==> src/rtl/littlesoc_pkg.sv <==
// Shared definitions for the littlesoc SPI flash read path.
package littlesoc_pkg;

  localparam logic [7:0] SPI_CMD_READ   = 8'h03;
  localparam int         SPI_CMD_BITS   = 8;
  localparam int         SPI_ADDR_BITS  = 24;
  localparam int         SPI_DATA_BITS  = 32;
  localparam int         SPI_FRAME_BITS = SPI_CMD_BITS + SPI_ADDR_BITS + SPI_DATA_BITS;

  typedef enum logic [1:0] {IDLE, SHIFT, DONE, GAP} spiflash_state_t;

  // Flash returns the lowest-addressed byte first; the bus is little-endian.
  function automatic logic [31:0] bswap32(input logic [31:0] w);
    return {w[7:0], w[15:8], w[23:16], w[31:24]};
  endfunction

endpackage

==> src/rtl/spiflash_shift.sv <==
// SCK generator, 64-bit MSB-first frame shifter and bit counter (SPI mode 0).
// start loads the frame; done pulses once, one cycle after the last SCK fall.
module spiflash_shift
  import littlesoc_pkg::*;
#(
  parameter int CLK_DIV = 2
) (
  input  logic        clk,
  input  logic        reset,
  input  logic        start,
  input  logic [63:0] word,
  input  logic        miso,
  output logic        sck,
  output logic        mosi,
  output logic [31:0] rx,
  output logic        done
);

  localparam int HW = (CLK_DIV > 1) ? $clog2(CLK_DIV) : 1;
  localparam int NH = 2 * SPI_FRAME_BITS;          // half-periods per frame
  localparam int PW = $clog2(NH);
  localparam int RX_FIRST = 2 * (SPI_CMD_BITS + SPI_ADDR_BITS);

  logic          busy, last;
  logic [HW-1:0] hcnt;
  logic [PW-1:0] ph;       // half-period index; odd = SCK high
  logic [63:0]   sr;

  // Half-period timing, SCK edges, shifting out on falls and sampling on rises.
  always_ff @(posedge clk or negedge reset) begin
    if (!reset) begin
      busy <= 1'b0;
      last <= 1'b0;
      hcnt <= '0;
      ph   <= '0;
      sck  <= 1'b0;
      sr   <= '0;
      rx   <= '0;
    end else if (start) begin
      busy <= 1'b1;
      last <= 1'b0;
      hcnt <= '0;
      ph   <= '0;
      sck  <= 1'b0;
      sr   <= word;
    end else if (last) begin
      last <= 1'b0;
      busy <= 1'b0;
    end else if (busy) begin
      if (hcnt == HW'(CLK_DIV - 1)) begin
        hcnt <= '0;
        if (ph == PW'(NH - 1)) begin
          sck  <= 1'b0;     // final fall; SCK then stays low for one cycle
          last <= 1'b1;
        end else begin
          ph <= ph + PW'(1);
          if (!ph[0]) begin
            sck <= 1'b1;
            if (ph >= PW'(RX_FIRST)) rx <= {rx[30:0], miso};
          end else begin
            sck <= 1'b0;
            sr  <= {sr[62:0], 1'b0};
          end
        end
      end else begin
        hcnt <= hcnt + HW'(1);
      end
    end
  end

  assign mosi = busy & sr[63];
  assign done = last;

endmodule

==> src/rtl/spiflash.sv <==
// Read-only SPI NOR flash controller (READ 0x03, single IO) on a valid/ready bus.
// Optional one-entry read cache: define SPIFLASH_CACHE_EN.
module spiflash
  import littlesoc_pkg::*;
#(
  parameter int CLK_DIV = 2,
  parameter int CS_HIGH = 4
) (
  input  logic        clk,
  input  logic        reset,
  input  logic        mem_valid,
  output logic        mem_ready,
  input  logic [31:0] mem_addr,
  input  logic [3:0]  mem_wstrb,
  output logic [31:0] mem_rdata,
  output logic        flash_cs,
  output logic        flash_clk,
  output logic        flash_mosi,
  input  logic        flash_miso,
  output logic        flash_wp_n,
  output logic        flash_hold_n
);

  spiflash_state_t state, state_nxt;
  logic        is_wr, hit, start, sh_done, gap_pend;
  logic [31:0] rx, rdata_q;
  logic [15:0] gcnt;
  logic        unused_addr;

  assign is_wr       = |mem_wstrb;
  assign unused_addr = ^{mem_addr[31:24], mem_addr[1:0]};

`ifdef SPIFLASH_CACHE_EN
  logic        c_vld;
  logic [21:0] c_tag, tag_q;
  logic [31:0] c_data;

  assign hit = c_vld && (c_tag == mem_addr[23:2]);

  // Every completed flash read refills the single entry; writes never touch it.
  always_ff @(posedge clk or negedge reset) begin
    if (!reset) begin
      c_vld <= 1'b0;
    end else begin
      if (start) tag_q <= mem_addr[23:2];
      if (sh_done) begin
        c_vld  <= 1'b1;
        c_tag  <= tag_q;
        c_data <= bswap32(rx);
      end
    end
  end
`else
  assign hit = 1'b0;
`endif

  assign start = (state == IDLE) && mem_valid && !is_wr && !hit;

  spiflash_shift #(.CLK_DIV(CLK_DIV)) u_shift (
    .clk   (clk),
    .reset (reset),
    .start (start),
    .word  ({SPI_CMD_READ, mem_addr[23:2], 2'b00, 32'h0}),
    .miso  (flash_miso),
    .sck   (flash_clk),
    .mosi  (flash_mosi),
    .rx    (rx),
    .done  (sh_done)
  );

  // State register.
  always_ff @(posedge clk or negedge reset) begin
    if (!reset) state <= IDLE;
    else        state <= state_nxt;
  end

  // Next state and bus/chip-select outputs.
  always_comb begin
    state_nxt = state;
    mem_ready = 1'b0;
    flash_cs  = 1'b1;
    case (state)
      IDLE:  if (mem_valid) state_nxt = (is_wr || hit) ? DONE : SHIFT;
      SHIFT: begin
        flash_cs = 1'b0;
        if (sh_done) state_nxt = DONE;
      end
      DONE: begin
        mem_ready = 1'b1;
        state_nxt = (gap_pend && CS_HIGH > 1) ? GAP : IDLE;
      end
      GAP:     if (gcnt == 16'(CS_HIGH - 2)) state_nxt = IDLE;
      default: state_nxt = IDLE;
    endcase
  end

  // Read data capture, CS-high gap counter, and whether this access used the flash.
  always_ff @(posedge clk or negedge reset) begin
    if (!reset) begin
      gap_pend <= 1'b0;
      gcnt     <= '0;
      rdata_q  <= '0;
    end else begin
      if (state == IDLE && mem_valid) gap_pend <= start;
      gcnt <= (state == GAP) ? gcnt + 16'd1 : 16'd0;
      if (sh_done) rdata_q <= bswap32(rx);
`ifdef SPIFLASH_CACHE_EN
      else if (state == IDLE && mem_valid && !is_wr && hit) rdata_q <= c_data;
`endif
    end
  end

  assign mem_rdata    = rdata_q;
  assign flash_wp_n   = 1'b1;
  assign flash_hold_n = 1'b1;

endmodule

==> config.mk <==
export PLATFORM = sky130hd
export DESIGN_NAME = spiflash
export DESIGN_NICKNAME = d
export VERILOG_FILES = /design/src/rtl/littlesoc_pkg.sv /design/src/rtl/spiflash_shift.sv /design/src/rtl/spiflash.sv
export SDC_FILE = /design/constraint.sdc
export NUM_CORES = 1
export LEC_CHECK = 0
export CAP_MARGIN = 20
export CORE_UTILIZATION = 49
export CTS_CLUSTER_SIZE = 16
export DETAILED_ROUTE_END_ITERATION = 6
export HOLD_SLACK_MARGIN = 0.05
export PLACE_DENSITY = 0.76
export SYNTH_ARGS = -nofsm -noshare
export SYNTH_HDL_FRONTEND = slang
export SYNTH_SLANG_ARGS = --single-unit
==> constraint.sdc <==
create_clock -name clk -period 1.81 [get_ports clk]
set_clock_uncertainty 0.1 [all_clocks]
set_input_delay 0.181 -clock clk [delete_from_list [all_inputs] [get_ports clk]]
set_output_delay 0.181 -clock clk [all_outputs]
set_load 0.01 [all_outputs]
==> impl_metrics.sql <==
INSERT INTO impl_metrics (metric_group, metric, value, unit) VALUES
('critical_path', 'cp-startpoint', 'u_shift.done', ''),
('yosys', 'post_synth.cell_area_avg', '13.3', 'um2'),
('yosys', 'ys.flop_type', 'sky130_fd_sc_hd__dfrtp_1', ''),
('final_layout', 'num-nets-final', '553', ''),
('placement', 'detailed_place_hpwl', '6540', 'um'),
('critical_path', 'end_kind', 'flip-flop', ''),
('placement', 'placement.io_buffers', '65', ''),
('critical_path', 'timing.reg2reg.setup_slack', '-0.06', 'ns'),
('sta', 'period_share', '1.03', ''),
('detailed_routing', 'first_pass_iters', '4', ''),
('sta', 'finalCriticalPeriod', '1.87', 'ns'),
('die', 'die_y', '107', 'um'),
('detailed_routing', 'detail_route_antenna_nets', '0', ''),
('yosys', 'yosys_warnings', '0', ''),
('global_route', 'antenna_found_initial', '0', ''),
('run_status', 'outcome', 'complete, but fails checks', ''),
('yosys', 'share_of_synthesized_flip_flops_with_an_asynchronous_set_or_reset', '1.00', ''),
('cts', 'tritoncts', 'built', ''),
('placement', 'dp_worst_slack', '-0.341', 'ns'),
('global_route', 'grt_pass1_wl', '18600', 'um'),
('final_layout', 'post_layout_nonfiller_instances', '659', ''),
('final_layout', 'n_fill_cell', '744', ''),
('critical_path', 'worstReg2RegStart', 'u_shift.done', ''),
('cts', 'clock_path_buffers', '2', ''),
('yosys', 'synth_enable_flop_cells', '0', ''),
('sta', 'final.setup.worst_slack', '-0.0564', 'ns'),
('die', 'design.portCount', '78', ''),
('final_layout', 'total_inserted_antenna_cells', '0', ''),
('sta', 'rsz0062_at_grt', 'true', ''),
('placement', 'placed_area', '6320', 'um2'),
('global_route', 'grt_remaining_overflow', '0', ''),
('final_layout', 'drive_gt1_frac', '0.379', ''),
('placement', 'placed_cell_count', '611', ''),
('die', 'dieArea', '11400', 'um2'),
('die', 'die_w', '107', 'um'),
('critical_path', 'critical_path.max_fanout', '8', ''),
('global_route', 'met2_usage', '0.370', ''),
('placement', 'gpl.final_weighted_congestion', '0.807', ''),
('global_route', 'grtUsageMet1', '0.261', ''),
('yosys', 'netlist-cell-type-count', '44', ''),
('yosys', 'mappedNetlistArea', '5360', 'um2'),
('final_layout', 'post_layout_inst_area', '7160', 'um2'),
('final_layout', 'top_library_cells_by_usage_in_the_layout_fill_and_taps_aside', 'sky130_fd_sc_hd__dfrtp_1, sky130_fd_sc_hd__mux2_2, sky130_fd_sc_hd__clkdlybuf4s50_1, sky130_fd_sc_hd__buf_4, sky130_fd_sc_hd__nor2_1', ''),
('yosys', 'postSynthRegisterBits', '124', ''),
('cts', 'clk_latency', '0.51', 'ns'),
('final_layout', 'layout_commonest_cell', 'sky130_fd_sc_hd__dfrtp_1', ''),
('detailed_routing', 'finalWirelength', '11200', 'um'),
('yosys', 'syn-instance-count', '403', ''),
('critical_path', 'worstSetupPathType', 'flip-flop to flip-flop', ''),
('critical_path', 'r2r_cells', '6', ''),
('critical_path', 'critPathRequiredTime', '2.11', 'ns'),
('cts', 'max_h_tree_level', '4', ''),
('global_route', 'gr-usage-all-layers', '0.215', ''),
('critical_path', 'cp_data_arrival_time', '2.16', 'ns'),
('sta', 'max_clock_freq', '536', 'MHz'),
('min_path', 'holdCritPathClass', 'input pin to asynchronous set/reset pin', ''),
('cts', 'clkTransAtPathRegs', '0.06', 'ns'),
('critical_path', 'setup.worst_path.start_class', 'flip-flop', ''),
('yosys', 'synth_seq_area_share', '0.579', ''),
('global_route', 'grt_busiest_layer', 'met2', ''),
('detailed_routing', 'drt-initial-drc-count', '109', ''),
('sta', 'final_setup_vio_count', '24', ''),
('detailed_routing', 'routedWlPerCell', '17.0', 'um'),
('die', 'core_area', '10500', 'um2'),
('global_route', 'grt_util_met3', '0.0435', ''),
('final_layout', 'layout-area-overhead-vs-synth', '33.8', '%'),
('detailed_routing', 'ratio_of_routed_vias_to_standard_cells', '5.35', ''),
('global_route', 'largest_net_degree_at_the_start_of_global_routing', '52', ''),
('cts', 'clkSinkCount', '124', ''),
('global_route', 'grt_pass1_vias', '3823', ''),
('run_status', 'violations', 'negative setup slack', '');
## power by group
part           total [mW]  internal [mW]  switching, mW
clock                3.22           2.02           1.20
sequential           3.44           3.18          0.260
combinational        2.27           1.25           1.03
## critical path: stages, from the launching register on
cell                       delay [ns]
sky130_fd_sc_hd__dfrtp_1         0.41
sky130_fd_sc_hd__nand3b_1        0.22
sky130_fd_sc_hd__a31o_4          0.25
sky130_fd_sc_hd__o21a_4          0.22
sky130_fd_sc_hd__buf_6           0.14
sky130_fd_sc_hd__buf_12          0.13
sky130_fd_sc_hd__mux2_2          0.27
## state kept, by name, indices dropped and copies added, names as in the netlist
register and count:
u_shift.busy 1, gcnt 16, u_shift.sck 1, state 2
u_shift.rx 32, gap_pend 1, u_shift.ph 7, u_shift.done 1
u_shift.sr 30, u_shift.hcnt 1, mem_rdata 32
## logic make-up (layout without fill, tap and decap cells)
group	count (synthesis)	after routing	synth area share
flip-flops	124	124	0.579
other	1	2	0.000700
AND/OR/NAND/NOR	87	87	0.0855
AO/OA/AOI/OAI	29	29	0.0355
buffers and inverters	33	152	0.0325
multiplexers	112	112	0.236
adder cells (fa/ha/maj)	3	3	0.00701
XOR/XNOR	14	14	0.0229
## layer usage
| layer | part of all wire | up-vias | routed length [um] |
|---|---|---|---|
| li1 | - | 1652 | - |
| met1 | 0.42 | 1788 | 4730 |
| met2 | 0.53 | 68 | 5900 |
| met3 | 0.030 | 18 | 333 |
| met4 | 0.019 | 0 | 215 |
| met5 | 0 | - | 0 |
## layout make-up
class | count | area, um2 | share of cell area
multi-input combinational | 247 | 2150 | 0.300
tap | 136 | 170 | 0.0238
sequential | 124 | 3100 | 0.433
clock buffer | 20 | 445 | 0.0622
inverter | 11 | 43.8 | 0.00611
clock inverter | 12 | 121 | 0.0169
timing repair buffer | 109 | 1130 | 0.157
## metrics by stage
stage | hold slack, ns | total power, mW
floorplan | -0.215 | 4.61
global placement | 0.0573 | 5.17
detailed placement | 0.0682 | 5.28
CTS | 0.0850 | 8.87
global route | 0.126 | 9.33
finish | 0.0885 | 8.93
## Yosys cell counts, types with 3 or more instances
library cell / number / area [um2]
sky130_fd_sc_hd__or3_1: 4 / 25.0
sky130_fd_sc_hd__and2_1: 3 / 18.8
sky130_fd_sc_hd__mux2i_1: 5 / 50.1
sky130_fd_sc_hd__inv_1: 11 / 41.3
sky130_fd_sc_hd__a21o_1: 3 / 22.5
sky130_fd_sc_hd__xnor2_1: 9 / 78.8
sky130_fd_sc_hd__clkbuf_1: 10 / 37.5
sky130_fd_sc_hd__xor2_1: 5 / 43.8
sky130_fd_sc_hd__buf_6: 5 / 56.3
sky130_fd_sc_hd__a31oi_1: 3 / 18.8
sky130_fd_sc_hd__mux2_2: 104 / 1170
sky130_fd_sc_hd__and3_1: 3 / 18.8
sky130_fd_sc_hd__o21ai_0: 5 / 25.0
sky130_fd_sc_hd__ha_1: 3 / 37.5
sky130_fd_sc_hd__nand3_1: 7 / 35.0
sky130_fd_sc_hd__dfrtp_1: 124 / 3100
sky130_fd_sc_hd__nand2_1: 18 / 67.6
sky130_fd_sc_hd__a21oi_1: 8 / 40.0
sky130_fd_sc_hd__nor2_1: 26 / 97.6
sky130_fd_sc_hd__buf_2: 4 / 20.0
sky130_fd_sc_hd__nand4_1: 6 / 37.5
sky130_fd_sc_hd__nor4_1: 8 / 50.1
sky130_fd_sc_hd__mux2_4: 3 / 45.0
sky130_fd_sc_hd__or4_1: 3 / 22.5
## timing repair
action                                  CTS  global route
endpoints found under the hold margin   124             0
endpoints found under the setup margin   56            62
hold buffers                              1             0
gates resized for setup                  16            17
setup buffers                             9             3
gates cloned                              4             0
pin swaps                                 3             5
## worst max path at each step
stage / end / slack, ns / cells past startpoint
after floorplan: u_shift.sr[55] / 0.007 / 6
after global placement: u_shift.sr[55] / -0.32 / 6
after detailed placement: u_shift.rx[29] / -0.34 / 6
after CTS: u_shift.sr[52] / -0.03 / 5
after global routing: u_shift.sr[35] / -0.11 / 6
final: u_shift.sr[40] / -0.06 / 6
Power figures use the tool's default switching activity.
